$ cat config.mk
export PLATFORM = sky130hd
export DESIGN_NAME = parport_ctrl
export DESIGN_NICKNAME = d
export VERILOG_FILES = /design/src/rtl/parport_pkg.sv /design/src/rtl/parport_fifo.sv /design/src/rtl/parport_ctrl.sv
export SDC_FILE = /design/constraint.sdc
export NUM_CORES = 1
export LEC_CHECK = 0
export BUFFER_PORTS_ARGS = -buffer_cell sky130_fd_sc_hd__buf_4
export CAP_MARGIN = 40
export CORE_ASPECT_RATIO = 1.5
export CORE_MARGIN = 1
export CORE_UTILIZATION = 65
export CTS_BUF_LIST = sky130_fd_sc_hd__clkbuf_4 sky130_fd_sc_hd__clkbuf_8
export DETAILED_ROUTE_END_ITERATION = 8
export PLACE_DENSITY_LB_ADDON = 0.15
export SLEW_MARGIN = 15
export SYNTH_ARGS = -nofsm -noshare
export SYNTH_HDL_FRONTEND = slang
export SYNTH_SLANG_ARGS = --single-unit
$ cat constraint.sdc
create_clock -name clk32 -period 5.8 [get_ports clk32]
set_clock_uncertainty 0.15 [all_clocks]
set_input_delay 0.58 -clock clk32 [delete_from_list [all_inputs] [get_ports clk32]]
set_output_delay 0.58 -clock clk32 [all_outputs]
set_load 0.01 [all_outputs]
$ cat src/rtl/parport_pkg.sv
// parport_pkg: shared FSM state type and default timing for the parallel-port controller
package parport_pkg;
  typedef enum logic [2:0] {IDLE, SETUP, STROBE, HOLD, WAIT_BUSY} state_e;
  localparam int DEF_DATA_W      = 8;
  localparam int DEF_FIFO_DEPTH  = 16;
  localparam int DEF_SETUP_CYC   = 16;
  localparam int DEF_STROBE_CYC  = 32;
  localparam int DEF_HOLD_CYC    = 16;
  localparam int DEF_TIMEOUT_CYC = 32000000;
  function automatic int max2(input int a, input int b);
    return a > b ? a : b;
  endfunction
endpackage

$ cat src/rtl/parport_fifo.sv
// parport_fifo: power-of-two transmit FIFO with occupancy count
module parport_fifo #(
  parameter int DATA_W = 8,
  parameter int DEPTH  = 16
) (
  input  logic                       clk32_i,
  input  logic                       reset_n_i,
  input  logic [DATA_W-1:0]          wr_data_i,
  input  logic                       wr_valid_i,
  output logic                       wr_ready_o,
  input  logic                       pop_i,
  output logic [DATA_W-1:0]          head_o,
  output logic                       empty_o,
  output logic [$clog2(DEPTH):0]     level_o
);
  localparam int AW = $clog2(DEPTH);
  logic [DATA_W-1:0] mem_q [DEPTH];
  logic [AW-1:0] wr_ptr_q, rd_ptr_q;
  logic [AW:0] level_q;
  logic push, pull;
  assign wr_ready_o = level_q != (AW+1)'(DEPTH);
  assign empty_o = level_q == '0;
  assign level_o = level_q;
  assign head_o = mem_q[rd_ptr_q];
  assign push = wr_valid_i && wr_ready_o;
  assign pull = pop_i && !empty_o;
  always_ff @(posedge clk32_i) begin
    if (!reset_n_i) begin
      wr_ptr_q <= '0;
      rd_ptr_q <= '0;
      level_q <= '0;
    end else begin
      if (push) wr_ptr_q <= wr_ptr_q + 1'b1;
      if (pull) rd_ptr_q <= rd_ptr_q + 1'b1;
      level_q <= level_q + (AW+1)'(push) - (AW+1)'(pull);
    end
  end
  always_ff @(posedge clk32_i) begin
    if (push) mem_q[wr_ptr_q] <= wr_data_i;
  end
endmodule

$ cat src/rtl/parport_ctrl.sv
// parport_ctrl: Centronics-style parallel port, FIFO-fed printer output plus strobe-driven capture
module parport_ctrl
  import parport_pkg::*;
#(
  parameter int DATA_W      = DEF_DATA_W,
  parameter int FIFO_DEPTH  = DEF_FIFO_DEPTH,
  parameter int SETUP_CYC   = DEF_SETUP_CYC,
  parameter int STROBE_CYC  = DEF_STROBE_CYC,
  parameter int HOLD_CYC    = DEF_HOLD_CYC,
  parameter int TIMEOUT_CYC = DEF_TIMEOUT_CYC
) (
  input  logic                          clk32,
  input  logic                          reset_n,
  input  logic                          mode,
  input  logic [DATA_W-1:0]             wr_data,
  input  logic                          wr_valid,
  output logic                          wr_ready,
  output logic [DATA_W-1:0]             rd_data,
  output logic                          rd_valid,
  output logic [$clog2(FIFO_DEPTH):0]   fifo_level,
  output logic                          timeout,
  input  logic                          clr_timeout,
  output logic [DATA_W-1:0]             pp_data_out,
  input  logic [DATA_W-1:0]             pp_data_in,
  output logic                          pp_data_oe,
  output logic                          pp_strobe_out,
  input  logic                          pp_strobe_in,
  output logic                          pp_strobe_oe,
  input  logic                          pp_busy
);
  localparam int CW = $clog2(max2(max2(SETUP_CYC, STROBE_CYC), max2(HOLD_CYC, TIMEOUT_CYC)) + 1);
  state_e state_q, state_d;
  logic [CW-1:0] cnt_q, cnt_d;
  logic [1:0] busy_sync_q, strb_sync_q;
  logic strb_prev_q, avail_q, strobe_q, rd_valid_q, timeout_q;
  logic [DATA_W-1:0] data_q, rd_data_q, head;
  logic fifo_empty, pop, set_to, busy_s, strb_s, cnt_zero, cap;
  parport_fifo #(.DATA_W(DATA_W), .DEPTH(FIFO_DEPTH)) u_fifo (
    .clk32_i(clk32), .reset_n_i(reset_n), .wr_data_i(wr_data), .wr_valid_i(wr_valid),
    .wr_ready_o(wr_ready), .pop_i(pop), .head_o(head), .empty_o(fifo_empty), .level_o(fifo_level)
  );
  assign busy_s = busy_sync_q[1];
  assign strb_s = strb_sync_q[1];
  assign cnt_zero = cnt_q == '0;
  assign cap = state_q == IDLE && mode && strb_prev_q && !strb_s;
  // Mode only switches in IDLE, so any active transfer keeps the drivers on
  assign pp_data_oe = state_q != IDLE || !mode;
  assign pp_strobe_oe = pp_data_oe;
  assign pp_data_out = data_q;
  assign pp_strobe_out = strobe_q;
  assign rd_data = rd_data_q;
  assign rd_valid = rd_valid_q;
  assign timeout = timeout_q;
  always_comb begin
    state_d = state_q;
    cnt_d = state_q == IDLE ? cnt_q : cnt_q - CW'(1);
    pop = 1'b0;
    set_to = 1'b0;
    unique case (state_q)
      IDLE: if (!mode && avail_q && !busy_s) begin
        state_d = SETUP;
        cnt_d = CW'(SETUP_CYC - 1);
        pop = 1'b1;
      end
      SETUP: if (cnt_zero) begin
        state_d = STROBE;
        cnt_d = CW'(STROBE_CYC - 1);
      end
      STROBE: if (cnt_zero) begin
        state_d = HOLD;
        cnt_d = CW'(HOLD_CYC - 1);
      end
      HOLD: if (cnt_zero) begin
        state_d = WAIT_BUSY;
        cnt_d = CW'(TIMEOUT_CYC - 1);
      end
      WAIT_BUSY: if (!busy_s || cnt_zero) begin
        state_d = IDLE;
        set_to = busy_s;
      end
      default: state_d = IDLE;
    endcase
  end
  always_ff @(posedge clk32) begin
    if (!reset_n) begin
      state_q <= IDLE;
      cnt_q <= '0;
      busy_sync_q <= 2'b00;
      strb_sync_q <= 2'b11;
      strb_prev_q <= 1'b1;
      avail_q <= 1'b0;
      strobe_q <= 1'b1;
      data_q <= '0;
      rd_data_q <= '0;
      rd_valid_q <= 1'b0;
      timeout_q <= 1'b0;
    end else begin
      state_q <= state_d;
      cnt_q <= cnt_d;
      busy_sync_q <= {busy_sync_q[0], pp_busy};
      strb_sync_q <= {strb_sync_q[0], pp_strobe_in};
      strb_prev_q <= strb_s;
      // Registered availability and strobe give the fixed 3 + SETUP_CYC push-to-strobe latency
      avail_q <= !fifo_empty && !pop;
      strobe_q <= state_q != STROBE;
      if (pop) data_q <= head;
      if (cap) rd_data_q <= pp_data_in;
      rd_valid_q <= cap;
      timeout_q <= set_to || (timeout_q && !clr_timeout);
    end
  end
endmodule

* Word-level counts from Yosys, hierarchy flattened
Memory sizes are Yosys's and may differ from the RTL's. A register that Yosys moved wholly into a read port is not among the register bits.
Index checks and enable logic that the tools add are counted.
** Word-level totals
- Bits in registers :: 58
- Latch bits :: 0
- Bits in writable memories :: 128
- Memory bits (read-only) :: 0
- Bits of input ports :: 23
- Output and inout port bits :: 27
- Word-level logic and storage cells :: 72
- Memories kept :: 1
** Memory list
- u_fifo.mem_q :: words 16, bits a word 8, read ports 1, clocked after Yosys merged registers in 1, write ports 1, RTL line parport_fifo.sv:17 : logic [DATA_W-1:0] mem_q [DEPTH];
** Operators by class
- $add $sub $neg :: 5
- Multipliers :: 0
- Div/mod/pow operators :: 0
- Order comparisons :: 0
- Equal/unequal tests :: 11
- Shifts and indexed selects :: 0
- Multiplexer cells :: 18
- Bitwise operators :: 0
- Reduce and logical (&&, ||, !) cells :: 24
** Operators by type and width (count)
- $mux 25 :: 5
- $pmux 25 s4 :: 1
- $logic_not 25->1 :: 1
- $sub 25x1->25 const B :: 1
- $mux 3 :: 5
- $pmux 3 s5 :: 1
- $logic_and 1x1->1 :: 9
- $add 4x1->4 const B :: 2
- $ne 2x2->1 const B :: 4
- $logic_not 1->1 :: 7
- $eq 3x2->1 const B :: 2
- $mux 1 :: 6
- $add 5x1->5 :: 1
- $logic_not 5->1 :: 1
- $ne 5x5->1 const B :: 1
- $reduce_and 5->1 :: 1
- $sub 5x1->5 :: 1
- $eq 3x1->1 const B :: 1
- $eq 3x3->1 const B :: 1
- $logic_not 3->1 :: 1
- $logic_or 1x1->1 :: 3
- $ne 3x2->1 const B :: 1
- $reduce_bool 3->1 :: 1
- $ne 2x1->1 const B :: 1

* Logic depth before layout (Yosys ltp)
- Depth in word-level cells :: 7
- Depth in mapped cells :: 12
- Mapped depth without buffers :: 12

* Hierarchy
Synthesis repeated with hierarchy kept, for this count alone.
** Second synthesis, totals
- Cell total of the unflattened synthesis :: 611
- Area, all modules :: 8379.3 um^2
** By module, submodules not included
- parport_fifo :: times used 1, cells each 308, area an instance 5840.6 um^2, sequential area each 4184.0 um^2
- parport_ctrl :: times used 1, cells each 303, area an instance 2538.7 um^2, sequential area each 1061.0 um^2

* Worst setup path after synthesis
No wires, ideal clock.
- Path kind :: in2reg
- From :: input port mode
- To :: register u_fifo.level_q[4] (netlist: u_fifo.level_o[4])
- Library setup time :: 70 ps
- Arrival :: 2797 ps
- Required time :: 5580 ps
- Slack :: 2783 ps
- Cell stages on the path :: 10
- Path buffers :: 0
- Cell sequence :: or3b_2 nor3_2 ha_1 inv_1 ha_1 fa_1 a21oi_1 nor2_1 or3_1 a21oi_1
** Between the ends
- Longest elaborated chain between the ends :: 7
** RTL lines
- start: declaration :: RTL line parport_ctrl.sv:14 : input logic mode,
- $logic_not 1->1 :: RTL line parport_ctrl.sv:60 : IDLE: if (!mode && avail_q && !busy_s) begin
- $logic_and 1x1->1 (2 in series) :: RTL line parport_ctrl.sv:60
- $mux 1 :: RTL line parport_ctrl.sv:60
- $mux 1 :: RTL line parport_ctrl.sv:59 : unique case (state_q)
- $logic_and 1x1->1 :: RTL line parport_fifo.sv:26 : assign pull = pop_i && !empty_o;
- named net u_fifo.pull :: RTL line parport_fifo.sv:20 : logic push, pull;
- $sub 5x1->5 :: RTL line parport_fifo.sv:35 : level_q <= level_q + (AW+1)'(push) - (AW+1)'(pull);
- end signal: assignment :: RTL line parport_fifo.sv:35
- end: declaration :: RTL line parport_fifo.sv:19 : logic [AW:0] level_q;
The timed path passes the listed nets, and every way through them passes these cells.
A chain may end at the register's enable or synchronous reset.

* Worst setup path after layout
- From :: register state_q[2]
- To :: register u_fifo.level_q[4] (netlist: u_fifo.level_o[4])
** Between the ends
- Longest elaborated chain between the ends :: 4
** RTL lines
- start: declaration :: RTL line parport_ctrl.sv:32 : state_e state_q, state_d;
- start signal: assignment :: RTL line parport_ctrl.sv:98 : state_q <= state_d;
- $logic_not 3->1 :: RTL line parport_ctrl.sv:59
- $mux 1 :: RTL line parport_ctrl.sv:59
- $logic_and 1x1->1 :: RTL line parport_fifo.sv:26
- named net u_fifo.pull :: RTL line parport_fifo.sv:20
- $sub 5x1->5 :: RTL line parport_fifo.sv:35
The timed path passes the listed nets, and every way through them passes these cells.

==> results.md <==
- Port Buf Inserts: 49
- Worst path arrival time: 3.56 ns
- Crit path to: u_fifo.level_o[4]
- Post-Layout Cell Count: between 800 and 900
- Ant diodes: 0
- GRT Resource Usage Total: 0.2942
- Reg2Reg Setup Slack: 2.50 ns
- Fin. max-slew vios: 0
- CTS Buf Count: 17
- Starting Density: 0.6673
- Design Area, Final: between 9000 and 10000 µm²
- Wirelength per Cell: 21.34 µm
- Synthesis-stage register bit count: 194
- Iteration-0 DRC count of the detailed router: 313
- Fin crit period: about 3.3 ns
- Final worst path period share: 0.5693
- Critical path capture point type: flop
- First-pass GRT wire length: around 29 mm
- CTS clock-pin slew for the worst setup and hold paths: 0.11 ns
- Post-synth EDFFs: 128
- Worst-margin pin slew: 0.8029 ns
- Sequential element share of the synthesized area: 0.6186
- Vias in the first global route: roughly 5500
- Resized cells post-CTS: 0
- Fill cell count: 806
- Mux cell area share after synthesis: 0.09591
- R2R Path Start: state_q[2]
- Die H: 140.8 µm
- Gpl congestion: 0.9977
- Max-slew headroom: 0.4598
- Highest clock rate: 302.8 MHz
- Layout area overhead: 11.16%
- Post-CTS setup repair buffer count: 0
- # setup viols final: 0
- H-tree levels: 4
- XOR/XNOR Fraction of Synth Area: 0.01783
- Largest family of logic cells by synthesized area: simple AND/OR/NAND/NOR gates
- Die width: 94.54 µm
- Ports: 50
- Clock tree root buffer cell: clkbuf_8
- Crit Path Max Fanout: 17
- Final wirelength: 18.18 mm
- Max-Cap Viols: 0
- Routed Antenna Nets: 0
- R2R depth: 10
- PwrDens: roughly 410 nW/µm²
- Mapped Nets: roughly 670
- WS Path Type: reg2reg
- Final Hold Violating Endpoints: 0
- Synth Cell Area: 8349 µm²
- Hold_sp: pp_strobe_in
- Total power: 3.810 mW
- Static Leak: 3.205 nW
- Peak supply drop: 248.0 µV
- Hold buffers post-CTS: 0
- Synthesized-area fraction occupied by adder cells: 0.02038
- DR pass1 iterations: 5
- Asr flop ratio synth: 0
- Core area: 12510 µm²
- Hold Slack: 0.1430 ns
- Required time worst endpoint: 6.05 ns
- Reg area: 5166 µm²
- Status: finished clean
- Setup TNS: 0 ns
- Die ar.: 13310 µm²
- Hold path depth: 2
- Worst skew pair latency: about 0.47 ns
- Clock tree buffer depth: 2
- Layout cells sized above 1: 0.1825
- Largest net degree at the start of global routing: 39
- # rows: 50
- Initial antenna violation count: 0
- Post-Synth Simple-Gate Area: 0.1425
- Placed Area: 8831 µm²
- RSZ-0062 raised after global routing: false
- CTS tree: done
- Final Core Density: 0.7418
- Routed vias/inst: 6.349
- Mapped Cells: roughly 640
- Via count: 5409
- Clock sinks: 194
- Startpoint Class: flop
- DRC errors left: 0
- Post-DP HPWL: roughly 13 mm
- Multi-input gate area: slightly below 3000 µm²
- CP Launch Point: state_q[2]
- Final WS setup: 2.498 ns
- Ys flop type: edfxtp_1
- Type of the most critical hold path: in2reg
- Dpl cells: 820
- Mean instance size in the synthesized netlist: 13.11 µm²
- Aggregate global routing overflow: 0
- Number of unique standard cell types used by synthesis: 62
- Synth Warn #: 0
- Nets: 719
- DP Worst Slack: 2.446 ns
- Synth Area in Compound Gates: 0.07673
- Worst reg2reg path endpoint: u_fifo.level_o[4]
-- cell type report --
cell class	instances	area share
timing repair buffer	61	0.04907
tap	156	0.02103
multi-input combinational	392	0.3179
sequential	194	0.5566
clock inverter	15	0.02332
inverter	17	0.006875
clock buffer	17	0.02521
-- layout by cell type (no fill, tap or decap), types with 5 or more instances in the layout --
| cell type | synthesis | routed |
|---|---|---|
| ha_1 | 12 | 12 |
| nand2b_1 | 16 | 16 |
| a221oi_1 | 16 | 16 |
| nand4_1 | 10 | 10 |
| mux4_2 | 16 | 16 |
| dfxtp_1 | 66 | 65 |
| clkbuf_8 | 0 | 17 |
| xor2_1 | 6 | 6 |
| and3_1 | 5 | 5 |
| nor2_1 | 44 | 44 |
| edfxtp_1 | 128 | 128 |
| nand2_1 | 33 | 33 |
| mux2i_1 | 44 | 44 |
| nor3_1 | 21 | 21 |
| or4_1 | 6 | 6 |
| nor3_2 | 6 | 6 |
| a21oi_1 | 31 | 31 |
| inv_1 | 16 | 16 |
| xnor2_1 | 11 | 11 |
| buf_4 | 4 | 54 |
| o21ai_0 | 6 | 6 |
| clkinv_8 | 0 | 5 |
| nand3_1 | 17 | 17 |
| or3_1 | 14 | 14 |
| buf_2 | 4 | 6 |
| and2_1 | 7 | 7 |
| o31ai_1 | 5 | 5 |
| a31oi_1 | 13 | 13 |
-- per-layer routing --
layer | share of wire | vias to the layer above | GRT usage
met2 | 0.53 | 199 | 0.5145
met3 | 0.049 | 39 | 0.05556
met4 | 0.036 | 0 | 0.1451
li1 | - | 2522 | -
met1 | 0.38 | 2649 | 0.3415
met5 | 0 | - | 0
-- power breakdown --
| group | switching, mW | internal [mW] | total, mW |
|---|---|---|---|
| clock | 0.547 | 0.383 | 0.929 |
| sequential | 0.113 | 1.58 | 1.69 |
| combinational | 0.711 | 0.481 | 1.19 |
-- worst min-delay path by stage --
stage | endpoint | slack, ns
floorplan | strb_sync_q[1] | 0.24
global placement | strb_sync_q[1] | 0.25
detailed placement | strb_sync_q[1] | 0.24
CTS | strb_sync_q[0] | 0.12
global route | strb_sync_q[0] | 0.11
finish | strb_sync_q[0] | 0.14
-- synthesized netlist by cell type (2+ instances only) --
library cell / count / area [µm²]
o21ai_0: 6 / 30.03
a211oi_1: 2 / 15.01
nand2_1: 33 / 123.9
inv_1: 16 / 60.06
or4_1: 6 / 45.04
a211o_1: 2 / 17.52
clkbuf_1: 18 / 67.56
nor4_4: 3 / 63.81
nand3_1: 17 / 85.08
nor4b_1: 2 / 17.52
buf_1: 5 / 18.77
nor2_1: 44 / 165.2
xor2_1: 6 / 52.55
a21boi_1: 4 / 30.03
buf_6: 3 / 33.78
nand4bb_1: 2 / 22.52
o41ai_1: 2 / 17.52
and3_1: 5 / 31.28
nor3b_1: 2 / 15.01
dfxtp_1: 66 / 1321
and2_1: 7 / 43.79
o21a_1: 3 / 22.52
or3_4: 2 / 22.52
o22ai_1: 3 / 18.77
a221oi_1: 16 / 140.1
nand4_1: 10 / 62.56
xnor2_1: 11 / 96.34
nor2b_1: 2 / 12.51
buf_4: 4 / 30.03
nor4_1: 4 / 25.02
o31ai_1: 5 / 37.54
or3_1: 14 / 87.58
a21oi_1: 31 / 155.2
mux4_2: 16 / 360.4
nor3_2: 6 / 60.06
o31a_1: 2 / 17.52
edfxtp_1: 128 / 3844
buf_2: 4 / 20.02
nor3_1: 21 / 105.1
mux2i_1: 44 / 440.4
a31oi_1: 13 / 81.33
ha_1: 12 / 150.1
nand2b_1: 16 / 100.1
-- worst max-delay path: stages (launching register included) --
cell	delay (ns)
dfxtp_1	0.48
or3_1	0.62
nor3_2	0.44
ha_1	0.18
inv_1	0.04
ha_1	0.21
fa_1	0.41
a21oi_1	0.16
nor2_1	0.06
or3_1	0.34
a21oi_1	0.15
-- sequential cells by signal (all words and copies together) (netlist names), 3 cells and up --
name and flops:
cnt_q 25, pp_data_out 8, rd_data 8, state_q 3
u_fifo.level_o 5, u_fifo.mem_q 128, u_fifo.rd_ptr_q 4, u_fifo.wr_ptr_q 4
-- kinds of logic after synthesis --
kind of cell | Yosys count
muxes | 60
adders and majority gates | 13
and+or+nand+nor | 206
xor gates and xnor gates | 17
DFF | 194
buffers and inverters | 51
AOI/OAI and AO/OA | 96
No activity file was read; power rests on OpenSTA's default activity.
